[src/rtl/mic1_mem_if.sv]
// MIC-1 initiator-side memory interface: sequences rd/wr/fetch strobes into timed memory
// transactions and captures read data into MDR/MBR. Define MIC1_MEMIF_FETCH_EN to build the fetch path.
module mic1_mem_if #(
    parameter int ADDR_W = 9,
    parameter int DATA_W = 9,
    parameter int RD_LAT = 1    // legal range 1..4
) (
    input  logic              clk,
    input  logic              rst,
    input  logic [ADDR_W-1:0] mar,
    input  logic [ADDR_W-1:0] pc,
    input  logic [DATA_W-1:0] mdr_in,
    input  logic              rd,
    input  logic              wr,
    input  logic              fetch,
    output logic              busy,
    output logic [DATA_W-1:0] mdr_out,
    output logic              mdr_valid,
    output logic [DATA_W-1:0] mbr_out,
    output logic              mbr_valid,
    output logic              err,
    output logic              wen,
    output logic [ADDR_W-1:0] waddr,
    output logic [DATA_W-1:0] wdata,
    output logic              ren,
    output logic [ADDR_W-1:0] raddr,
    input  logic [DATA_W-1:0] rdata
);

    typedef enum logic [2:0] {
        IDLE, WRITE, RD_ISSUE, RD_WAIT
`ifdef MIC1_MEMIF_FETCH_EN
        , FE_ISSUE, FE_WAIT
`endif
    } state_t;

    localparam logic [1:0] LAT_LOAD = 2'(RD_LAT - 1);

    state_t            state_q, state_d;
    logic [1:0]        cnt_q, cnt_d;
    logic              done, acc_wr, acc_rd, err_req, cap_rd;
    logic              busy_q, busy_d, wen_q, wen_d, ren_q, ren_d, err_q, err_d;
    logic              mdr_valid_q, mdr_valid_d;
    logic [ADDR_W-1:0] waddr_q, waddr_d, raddr_q, raddr_d;
    logic [DATA_W-1:0] wdata_q, wdata_d, mdr_q, mdr_d;

`ifdef MIC1_MEMIF_FETCH_EN
    logic              pend_q, pend_d, fe_start, cap_fe;
    logic              mbr_valid_q, mbr_valid_d;
    logic [ADDR_W-1:0] pc_lat_q, pc_lat_d, fe_addr;
    logic [DATA_W-1:0] mbr_q, mbr_d;
`else
    logic unused_fetch;
    assign unused_fetch = ^{fetch, pc};
`endif

    always_ff @(posedge clk) begin
        // NOTE: sequential state uses non-blocking assignments so every flop samples pre-edge values.
        if (rst) begin
            state_q     <= IDLE;
            cnt_q       <= '0;
            busy_q      <= 1'b0;
            wen_q       <= 1'b0;
            ren_q       <= 1'b0;
            err_q       <= 1'b0;
            mdr_valid_q <= 1'b0;
            waddr_q     <= '0;
            wdata_q     <= '0;
            raddr_q     <= '0;
            mdr_q       <= '0;
`ifdef MIC1_MEMIF_FETCH_EN
            pend_q      <= 1'b0;
            pc_lat_q    <= '0;
            mbr_valid_q <= 1'b0;
            mbr_q       <= '0;
`endif
        end else begin
            state_q     <= state_d;
            cnt_q       <= cnt_d;
            busy_q      <= busy_d;
            wen_q       <= wen_d;
            ren_q       <= ren_d;
            err_q       <= err_d;
            mdr_valid_q <= mdr_valid_d;
            waddr_q     <= waddr_d;
            wdata_q     <= wdata_d;
            raddr_q     <= raddr_d;
            mdr_q       <= mdr_d;
`ifdef MIC1_MEMIF_FETCH_EN
            pend_q      <= pend_d;
            pc_lat_q    <= pc_lat_d;
            mbr_valid_q <= mbr_valid_d;
            mbr_q       <= mbr_d;
`endif
        end
    end

    always_comb begin
        // NOTE: every comb output gets a default first so no path leaves it unassigned (no latches).
        state_d = state_q;
        cnt_d   = cnt_q;
        done    = 1'b0;
        acc_wr  = 1'b0;
        acc_rd  = 1'b0;
        err_req = 1'b0;
        cap_rd  = 1'b0;
`ifdef MIC1_MEMIF_FETCH_EN
        pend_d   = pend_q;
        pc_lat_d = pc_lat_q;
        fe_start = 1'b0;
        cap_fe   = 1'b0;
        fe_addr  = pc_lat_q;
`endif
        unique case (state_q)
            IDLE:     done = 1'b1;
            WRITE:    done = 1'b1;
            RD_ISSUE: begin
                state_d = RD_WAIT;
                cnt_d   = LAT_LOAD;
            end
            RD_WAIT: begin
                if (cnt_q == 2'd0) begin
                    cap_rd = 1'b1;
                    done   = 1'b1;
                end else begin
                    cnt_d = cnt_q - 2'd1;
                end
            end
`ifdef MIC1_MEMIF_FETCH_EN
            FE_ISSUE: begin
                state_d = FE_WAIT;
                cnt_d   = LAT_LOAD;
            end
            FE_WAIT: begin
                if (cnt_q == 2'd0) begin
                    cap_fe = 1'b1;
                    done   = 1'b1;
                end else begin
                    cnt_d = cnt_q - 2'd1;
                end
            end
`endif
            default:  state_d = IDLE;
        endcase
`ifdef MIC1_MEMIF_FETCH_EN
        // A fetch queued behind a write or read starts immediately, keeping busy high.
        if (done && pend_q) begin
            done     = 1'b0;
            pend_d   = 1'b0;
            state_d  = FE_ISSUE;
            fe_start = 1'b1;
        end
`endif
        if (done) begin
            state_d = IDLE;
            if (wr) begin
                state_d = WRITE;
                acc_wr  = 1'b1;
                err_req = rd;
`ifdef MIC1_MEMIF_FETCH_EN
                pend_d   = fetch;
                pc_lat_d = pc;
`endif
            end else if (rd) begin
                state_d = RD_ISSUE;
                acc_rd  = 1'b1;
`ifdef MIC1_MEMIF_FETCH_EN
                pend_d   = fetch;
                pc_lat_d = pc;
            end else if (fetch) begin
                state_d  = FE_ISSUE;
                fe_start = 1'b1;
                fe_addr  = pc;
`endif
            end
        end
    end

    always_comb begin
        busy_d      = (state_d != IDLE);
        wen_d       = acc_wr;
        waddr_d     = acc_wr ? mar : waddr_q;
        wdata_d     = acc_wr ? mdr_in : wdata_q;
        err_d       = err_req;
        ren_d       = acc_rd;
        raddr_d     = acc_rd ? mar : raddr_q;
        mdr_valid_d = cap_rd;
        mdr_d       = cap_rd ? rdata : mdr_q;
`ifdef MIC1_MEMIF_FETCH_EN
        if (fe_start) begin
            ren_d   = 1'b1;
            raddr_d = fe_addr;
        end
        mbr_valid_d = cap_fe;
        mbr_d       = cap_fe ? rdata : mbr_q;
`endif
    end

    assign busy      = busy_q;
    assign wen       = wen_q;
    assign waddr     = waddr_q;
    assign wdata     = wdata_q;
    assign ren       = ren_q;
    assign raddr     = raddr_q;
    assign err       = err_q;
    assign mdr_out   = mdr_q;
    assign mdr_valid = mdr_valid_q;
`ifdef MIC1_MEMIF_FETCH_EN
    assign mbr_out   = mbr_q;
    assign mbr_valid = mbr_valid_q;
`else
    assign mbr_out   = '0;
    assign mbr_valid = 1'b0;
`endif

endmodule

[config.mk]
export PLATFORM = sky130hd
export DESIGN_NAME = mic1_mem_if
export DESIGN_NICKNAME = d
export VERILOG_FILES = /design/src/rtl/mic1_mem_if.sv
export SDC_FILE = /design/constraint.sdc
export NUM_CORES = 1
export LEC_CHECK = 0
export BUFFER_PORTS_ARGS = -buffer_cell sky130_fd_sc_hd__buf_2
export CAP_MARGIN = 20
export CORE_ASPECT_RATIO = 0.7
export CORE_UTILIZATION = 31
export DETAILED_ROUTE_END_ITERATION = 8
export PLACE_DENSITY = 0.7
export SYNTH_ARGS = -nofsm -noshare
export SYNTH_HDL_FRONTEND = slang
export SYNTH_SLANG_ARGS = --single-unit
[constraint.sdc]
create_clock -name clk -period 2.4 [get_ports clk]
set_clock_uncertainty 0.15 [all_clocks]
set_input_delay 0.24 -clock clk [delete_from_list [all_inputs] [get_ports clk]]
set_output_delay 0.24 -clock clk [all_outputs]
set_load 0.01 [all_outputs]
Word level (Yosys, flattened, before mapping):

Index checks and enable logic that the tools add are counted.

* register bits: 46
* input bits: 41
* logic and storage cells: 40

* add/subtract/negate cells: 1
* eq/ne operators: 4
* muxes and demuxes: 14
* bitwise operators: 2
* reduce and logical (&&, ||, !) cells: 8

Operators with widths (count)
* 1-bit two-way mux: 7
* 3-bit by 2-bit == test with 1-bit output, second input constant: 2
* 2-bit two-way mux: 3
* 3-bit one-hot mux with 2 select lines: 1
* 3-bit OR reduction: 2
* 2-bit one-hot mux with 2 select lines: 1
* 3-bit by 1-bit == test with 1-bit output, second input constant: 1
* 3-bit logical NOT: 1
* 3-bit two-way mux: 1
* 3-bit nonzero test: 1
* 2-bit logical NOT: 1
* 2-bit inequality test, second input constant: 1
* 1-bit inverter: 2
* 1-bit one-hot mux with 2 select lines: 1
* 2-bit AND reduction: 1
* 2-bit nonzero test: 1
* 2-bit OR reduction: 1
* 2-bit by 1-bit subtractor with 2-bit output, second input constant: 1

Logic depth before layout (Yosys ltp):

Gate-level depths: netlist of run 1.

* depth after elaboration: 5
* depth in mapped cells: 7
* mapped depth without buffers: 5

Least setup slack after synthesis of run 1:

OpenSTA, ideal clock, no wires.

* kind: register to register
* start point: register cnt_q[0]
* end point: register waddr_q[0], in the netlist waddr[0]
* library setup time: 120 ps
* arrival time: 1373 ps
* data required time: 2130 ps
* slack: 757 ps
* cell stages (with the launch flop): 8
* period minus slack after synthesis: 1643 ps
* path through: dfxtp_1 -> inv_1 -> ha_1 -> a21bo_2 -> and3b_1 -> buf_6 -> buf_6 -> mux2i_1

* longest elaborated chain between the ends: 4

RTL lines
* from (decl): RTL line 40 `logic [1:0] cnt_q, cnt_d;`
* from (signal assigned): RTL line 79 `cnt_q <= cnt_d;`
* 2-bit logical NOT: RTL line 122 `if (cnt_q == 2'd0) begin`
* 1-bit two-way mux: RTL line 122
* 1-bit one-hot mux with 2 select lines: RTL line 114 `unique case (state_q)`
* 1-bit two-way mux: RTL line 154 `if (done) begin`
* to (signal assigned): RTL line 85 `waddr_q <= waddr_d;`
* to (decl): RTL line 44 `logic [ADDR_W-1:0] waddr_q, waddr_d, raddr_q, raddr_d;`

Every way passes these cells.
A chain may end at the register's enable or synchronous reset.

Final worst setup path of run 1:

* start point: register cnt_q[0]
* end point: register wdata_q[4], in the netlist wdata[4]

* longest elaborated chain between the ends: 4

RTL lines
* 2-bit logical NOT: RTL line 122
* 1-bit two-way mux: RTL line 122
* 1-bit one-hot mux with 2 select lines: RTL line 114
* 1-bit two-way mux: RTL line 154
* to (signal assigned): RTL line 86 `wdata_q <= wdata_d;`
* to (decl): RTL line 45 `logic [DATA_W-1:0] wdata_q, wdata_d, mdr_q, mdr_d;`

Every way passes these cells.

==> impl_metrics.sql, run 1 <==
INSERT INTO impl_metrics (metric_group, metric, value, unit) VALUES
('status', 'outcome', 'completed', ''),
('grt', 'grt_pass1_wl', '5550', 'um'),
('worst_setup_path', 'crit_arrival', '1.78', 'ns'),
('run', 'cap_viol_max_count', '0', ''),
('die', 'initial_core_util', '32.5', '%'),
('clock_tree', 'clkSlewWorstSetupHoldPaths', '0.09', 'ns'),
('power_and_ir_drop', 'switching_share', '24.1', '%'),
('synthesis', 'post_synth_instance_area', '1890', 'sq um'),
('synthesis', 'avgSynthCellArea', '9.80', 'sq um'),
('synthesis', 'post_synth_num_cell_types', '25', ''),
('clock_tree', 'clock_tree.buffer_depth', '2', ''),
('power_and_ir_drop', 'power.static_leakage', '1.11', 'nW'),
('final_layout', 'fillers', '585', ''),
('detailed_routing', 'avgViaCountPerCell', '4.30', ''),
('die', 'core_area', '5810', 'sq um'),
('worst_setup_path', 'timing.critical_path.fanout_max', '18', ''),
('worst_setup_path', 'cp_slowest_stage_delay', '0.35', 'ns'),
('timing', 'layout_setup_ws', '0.640', 'ns'),
('detailed_routing', 'drc_violations', '0', ''),
('final_layout', 'num_antenna_cells', '0', ''),
('clock_tree', 'cts_buffers', '5', ''),
('placement', 'gp_congestion', '0.682', ''),
('die', 'fp-row-count', '23', ''),
('clock_tree', 'postcts_resize_cnt', '0', ''),
('timing', 'max_slew.worst_pin.slew', '0.700', 'ns'),
('final_layout', 'final_common_cell', 'sky130_fd_sc_hd__buf_2', ''),
('placement', 'port_buffers', '71', ''),
('placement', 'dpl_worst_slack', '0.674', 'ns'),
('detailed_routing', 'post_drt_wl_per_cell', '11.1', 'um'),
('detailed_routing', 'initial_drc_count', '23', ''),
('clock_tree', 'cts_setup_buffers', '0', ''),
('timing', 'slew_margin_rel', '53.4', '%'),
('final_layout', 'layout.core_utilization', '40.6', '%'),
('worst_setup_path', 'critPathKind', 'reg2reg', ''),
('worst_setup_path', 'start_kind', 'register', ''),
('worst_setup_path', 'chain_of_cells_forming_the_critical_path', 'inv_1 > ha_1 > a21bo_2 > and3b_1 > buf_4 > mux2i_1', ''),
('final_layout', 'multi_input_area', '866', 'sq um'),
('detailed_routing', 'dr.pass1.iters', '4', ''),
('clock_tree', 'cts.sink_count', '46', ''),
('timing', 'finalCritPeriodShare', '73.3', '%'),
('die', 'die_area', '6420', 'sq um'),
('placement', 'numPlacedInstances', '331', ''),
('power_and_ir_drop', 'total_switching_power', '0.348', 'mW'),
('grt', 'initial_antenna_violation_count', '0', ''),
('detailed_routing', 'ant_nets', '0', ''),
('final_layout', 'area.growth.synth_to_final', '24.9', '%'),
('final_layout', 'seq_area', '921', 'sq um'),
('synthesis', 'syn_inst', '193', ''),
('clock_tree', 'post_cts_hold_buffers', '0', ''),
('die', 'die_height', '67.3', 'um'),
('grt', 'grt_use_total', '11.6', '%'),
('grt', 'grt_start_max_net_pins', '54', ''),
('power_and_ir_drop', 'internal-power', '1.10', 'mW'),
('synthesis', 'synth_edf_count', '0', ''),
('timing', 'final_max_slew_viol_count', '0', ''),
('grt', 'first_global_vias', '1241', ''),
('timing', 'timing.final.hold_violations', '0', ''),
('final_layout', 'nNetsFinal', '305', ''),
('worst_setup_path', 'cp_data_required_time', '2.42', 'ns'),
('detailed_routing', 'detail_route.wirelength', '3780', 'um'),
('synthesis', 'synth_sequential_area_ratio', '48.7', '%'),
('synthesis', 'synth_ff_type', 'sky130_fd_sc_hd__dfxtp_1', ''),
('grt', 'grt.overflow.total', '0', ''),
('detailed_routing', 'dr_total_vias', '1459', ''),
('power_and_ir_drop', 'power.share.combinational', '10.5', '%'),
('clock_tree', 'cts.htree.levels', '2', ''),
('clock_tree', 'cts-root-buf', 'sky130_fd_sc_hd__clkbuf_8', ''),
('timing', 'achievable-frequency', '568', 'MHz'),
('placement', 'dp.final_hpwl', '2600', 'um'),
('final_layout', 'most-common-layout-cells', 'sky130_fd_sc_hd__buf_2, sky130_fd_sc_hd__nand2b_1, sky130_fd_sc_hd__dfxtp_1', ''),
('worst_setup_path', 'slowest_stage', 'sky130_fd_sc_hd__dfxtp_1', '');
==> per-stage QoR <==
stage / instance area (sq um) / hold WS [ns] / power, mW
floorplan: 1930 / 0.226 / 0.927
global placement: 2270 / 0.291 / 0.972
detailed placement: 2270 / 0.298 / 0.976
CTS: 2360 / 0.0125 / 1.47
global route: 2360 / 0.0199 / 1.52
finish: 2360 / 0.0247 / 1.44
==> cells by family (layout without fill, tap and decap cells) <==
| group | count (synthesis) | count (layout) | share of synthesized area (%) |
|---|---|---|---|
| mux | 27 | 27 | 14.3 |
| other cells | 1 | 11 | 0.198 |
| simple gates | 78 | 78 | 23.8 |
| fa+ha+maj | 1 | 1 | 0.662 |
| buf+inv | 23 | 84 | 7.48 |
| compound gates | 17 | 17 | 4.83 |
| flops | 46 | 46 | 48.7 |
==> flip-flops by register name, indices dropped and copies added, names as in the netlist, 2 cells and up <==
name and cells:
state_q 3, waddr 9, wdata 9, raddr 9, mdr_out 9, cnt_q 2
==> power groups by stage <==
| stage | combinational [mW] | clock, mW | sequential [mW] |
|---|---|---|---|
| floorplan | 0.0943 | 0 | 0.832 |
| global placement | 0.152 | 0 | 0.820 |
| detailed placement | 0.155 | 0 | 0.821 |
| CTS | 0.155 | 0.515 | 0.804 |
| global route | 0.170 | 0.542 | 0.807 |
| finish | 0.152 | 0.488 | 0.804 |
==> worst max-delay path, delay by kind of cell (launching register included) <==
family | cells | cell delay (ns)
and+or+nand+nor | 1 | 0.17
DFF | 1 | 0.35
buffers and inverters | 2 | 0.29
muxes | 1 | 0.15
AOI/OAI and AO/OA | 1 | 0.25
adders and majority gates | 1 | 0.25
==> area by class of cell <==
type | instances | area share (%)
clock buffer | 6 | 3.50
clock inverter | 2 | 0.530
inverter | 2 | 0.318
multi-input combinational | 134 | 36.7
sequential | 46 | 39.0
tap | 75 | 3.97
timing repair buffer | 74 | 16.0
==> Yosys cell counts, drive strengths merged (2+ instances only) <==
cell type  number  share of area [%]
buf            14                5.7
o21ai           2               0.53
mux2i          27                 14
a21oi          13                3.4
nand2b         46                 15
nor2            4               0.79
nand2          18                3.6
inv             2               0.40
or4b            2                1.1
clkbuf          7                1.4
dfxtp          46                 49
==> worst paths after layout <==
kind	slack, ns	depth (start not counted)	end	start
max	0.64	6	wdata[4]$_SDFFE_PP0P_	cnt_q[0]$_SDFFE_PP0P_
min	0.02	3	mdr_out[8]$_SDFFE_PP0P_	rdata[8]
max reg2reg	0.64	6	wdata[4]$_SDFFE_PP0P_	cnt_q[0]$_SDFFE_PP0P_
min reg2reg	0.31	2	mdr_out[7]$_SDFFE_PP0P_	mdr_out[7]$_SDFFE_PP0P_
==> layer usage <==
metal / GRT usage [%] / vias to the layer above / wire [um]
met4: 4.55 / 0 / 38
met3: 4.62 / 7 / 315
met1: 13.8 / 647 / 1770
met2: 18.8 / 60 / 1650
met5: 0 / - / 0
li1: - / 745 / -
Power figures use the tool's default switching activity.
==> inputs of run 2 (changes only) <==
clock period = 1.8 ns   (was 2.4 ns; I/O delays follow)
==> run 2 against run 1 <==
Fmax increased by 5.6%. Highest routed layer unchanged. Core utilization increased by 3.5 points. Combinational power is 59% higher. Die area did not move. Sequential share of layout area is 3.1 points lower. Non-clock buffer count is 19 higher. First-iteration DRC count rose by 61%. Flip-flop and latch count stayed put. Cell count up 5.6%. Count of clock-buffer cells in the layout did not move. Critical path depth is the same.
==> impl_metrics.sql, run 2 (synthesized netlist as in run 1, its figures left out) <==
INSERT INTO impl_metrics (metric_group, metric, value, unit) VALUES
('clock_tree', 'clock_tree.buffer_depth', '2', ''),
('die', 'initial_core_util', '32.5', '%'),
('timing', 'achievable-frequency', '600', 'MHz'),
('timing', 'min_period', '1.67', 'ns'),
('clock_tree', 'cts_buffers', '5', ''),
('worst_setup_path', 'start_kind', 'register', ''),
('clock_tree', 'clkSlewWorstSetupHoldPaths', '0.09', 'ns'),
('run', 'cap_viol_max_count', '0', ''),
('worst_setup_path', 'chain_of_cells_forming_the_critical_path', 'inv_1 > ha_1 > a21bo_2 > and3b_1 > buf_12 > mux2i_1', ''),
('die', 'die_area', '6420', 'sq um'),
('power_and_ir_drop', 'power.clock.fraction', '31.6', '%'),
('hold_path', 'worst_hold_path_type', 'in2reg', ''),
('worst_setup_path', 'rr_worst_depth', '6', ''),
('timing', 'setup_repair_after_global_routing_missed_its_margin', 'false', ''),
('worst_setup_path', 'cp_data_required_time', '1.82', 'ns'),
('worst_setup_path', 'cp_slowest_stage_delay', '0.34', 'ns'),
('timing', 'setup_violations', '0', ''),
('clock_tree', 'cts.sink_count', '46', ''),
('grt', 'grt_use_total', '12.8', '%'),
('timing', 'max_slew.worst_pin.slew', '0.606', 'ns'),
('timing', 'hold_slack', '0.0216', 'ns'),
('final_layout', 'area.growth.synth_to_final', '35.7', '%'),
('detailed_routing', 'drc_violations', '0', ''),
('die', 'core_area', '5810', 'sq um'),
('final_layout', 'fillers', '569', ''),
('worst_setup_path', 'reg_to_reg_setup_timing_slack', '0.13', 'ns'),
('worst_setup_path', 'critPathBufInv', '2', ''),
('final_layout', 'layout.core_utilization', '44.1', '%'),
('grt', 'grt_start_max_net_pins', '48', ''),
('worst_setup_path', 'slowest_stage', 'sky130_fd_sc_hd__dfxtp_1', ''),
('timing', 'slew_margin_rel', '59.6', '%'),
('hold_path', 'min_to', 'err$_SDFF_PP0_', ''),
('power_and_ir_drop', 'switching_share', '24.2', '%'),
('worst_setup_path', 'critPathKind', 'reg2reg', ''),
('placement', 'port_buffers', '71', ''),
('detailed_routing', 'detail_route.wirelength', '3990', 'um'),
('power_and_ir_drop', 'seqPwrFrac', '55.7', '%'),
('timing', 'finalCritPeriodShare', '92.7', '%'),
('power_and_ir_drop', 'power.share.combinational', '12.6', '%'),
('grt', 'initial_antenna_violation_count', '0', ''),
('power_and_ir_drop', 'internal-power', '1.46', 'mW'),
('power_and_ir_drop', 'total_switching_power', '0.464', 'mW'),
('final_layout', 'final_common_cell', 'sky130_fd_sc_hd__buf_2', ''),
('grt', 'grt_pass1_wl', '6230', 'um'),
('detailed_routing', 'avgViaCountPerCell', '4.27', ''),
('placement', 'gp_congestion', '0.695', ''),
('clock_tree', 'cts.htree.levels', '2', ''),
('worst_setup_path', 'crit-reg2reg-launch', 'cnt_q[0]$_SDFFE_PP0P_', ''),
('final_layout', 'layout-drive-gt1-share', '29.3', '%'),
('clock_tree', 'postcts_resize_cnt', '0', ''),
('detailed_routing', 'post_drt_wl_per_cell', '11.1', 'um'),
('power_and_ir_drop', 'power.ir.vdd_worst', '0.353', 'mV'),
('final_layout', 'num_antenna_cells', '0', ''),
('grt', 'grt.overflow.total', '0', ''),
('worst_setup_path', 'critPathTopFamily', 'flip-flops', ''),
('worst_setup_path', 'r2r-end', 'waddr[2]$_SDFFE_PP0P_', ''),
('clock_tree', 'cts_tree', 'built', ''),
('timing', 'timing.final.hold_violations', '0', ''),
('worst_setup_path', 'crit_arrival', '1.69', 'ns'),
('power_and_ir_drop', 'power.static_leakage', '1.20', 'nW'),
('die', 'die_height', '67.3', 'um'),
('clock_tree', 'cts-root-buf', 'sky130_fd_sc_hd__clkbuf_8', ''),
('placement', 'dp.final_hpwl', '2710', 'um'),
('die', 'fp-row-count', '23', ''),
('final_layout', 'nNetsFinal', '324', ''),
('die', 'die_width', '95.3', 'um'),
('status', 'outcome', 'completed', ''),
('hold_path', 'min-delay-start', 'rd', ''),
('detailed_routing', 'initial_drc_count', '37', ''),
('worst_setup_path', 'endpoint_kind', 'register', ''),
('detailed_routing', 'dr_total_vias', '1530', ''),
('grt', 'first_global_vias', '1421', ''),
('die', 'ios', '92', ''),
('timing', 'fin_tns_setup', '0', 'ns'),
('power_and_ir_drop', 'powerDensity', '749', 'nW/um^2'),
('detailed_routing', 'ant_nets', '0', ''),
('timing', 'final_max_slew_viol_count', '0', ''),
('detailed_routing', 'dr.pass1.iters', '4', ''),
('hold_path', 'worstHoldPathCells', '2', ''),
('final_layout', 'most-common-layout-cells', 'sky130_fd_sc_hd__buf_2, sky130_fd_sc_hd__nand2b_1, sky130_fd_sc_hd__dfxtp_1', ''),
('clock_tree', 'worstSkewPairLatency', '0.29', 'ns'),
('worst_setup_path', 'timing.critical_path.fanout_max', '18', '');
## run 2: stage by stage
step	total power [mW]	area [sq um]	cells	setup slack, ns
2_1_floorplan	1.24	1930	203	0.157
3_3_place_gp	1.30	2300	332	0.173
3_5_place_dp	1.31	2300	332	0.140
4_1_cts	1.96	2550	357	0.125
5_1_grt	2.04	2560	358	0.0233
6_report	1.92	2560	358	0.132
## run 2: how the worst max path moves through the flow
| stage | start | to | slack [ns] | cells past startpoint |
|---|---|---|---|---|
| after floorplan | cnt_q[0]$_SDFFE_PP0P_ | waddr[0]$_SDFFE_PP0P_ | 0.16 | 7 |
| after global placement | cnt_q[0]$_SDFFE_PP0P_ | wdata[4]$_SDFFE_PP0P_ | 0.17 | 6 |
| after detailed placement | cnt_q[0]$_SDFFE_PP0P_ | waddr[0]$_SDFFE_PP0P_ | 0.14 | 6 |
| after CTS | cnt_q[0]$_SDFFE_PP0P_ | waddr[0]$_SDFFE_PP0P_ | 0.12 | 6 |
| after global routing | cnt_q[0]$_SDFFE_PP0P_ | waddr[2]$_SDFFE_PP0P_ | 0.02 | 6 |
| final | cnt_q[0]$_SDFFE_PP0P_ | waddr[2]$_SDFFE_PP0P_ | 0.13 | 6 |
## run 2: worst reg2reg max path: stages (launching register included)
cell                      delay (ns)
sky130_fd_sc_hd__dfxtp_1        0.34
sky130_fd_sc_hd__inv_1          0.05
sky130_fd_sc_hd__ha_1           0.25
sky130_fd_sc_hd__a21bo_2        0.25
sky130_fd_sc_hd__and3b_1        0.21
sky130_fd_sc_hd__buf_12         0.17
sky130_fd_sc_hd__mux2i_1        0.14
## run 2: final cells by class
type	count	area, sq um	area share [%]
clock inverters	2	13.8	0.537
repair buffers	93	591	23.0
flip-flops and latches	46	921	35.9
multi-input cells	134	866	33.8
well taps	75	93.8	3.66
inverters	2	7.51	0.293
clock buffers	6	72.6	2.83
## run 2: power groups by stage
stage / clock [mW] / combinational, mW / sequential [mW]
3_5_place_dp: 0 / 0.214 / 1.10
3_3_place_gp: 0 / 0.210 / 1.09
6_report: 0.608 / 0.242 / 1.07
5_1_grt: 0.697 / 0.269 / 1.08
4_1_cts: 0.648 / 0.243 / 1.07
2_1_floorplan: 0 / 0.126 / 1.11
## run 2: metal layers
layer	wire, um	track usage, %
met1	1870	14.9
met2	1820	22.5
met3	291	4.50
met4	10	3.41
met5	0	0
## run 2: what timing repair did
item | CTS | global route
buffers inserted | 0 | 0
setup endpoints to repair | 0 | 0
endpoints found under the hold margin | 17 | 1
hold buffers | 17 | 1
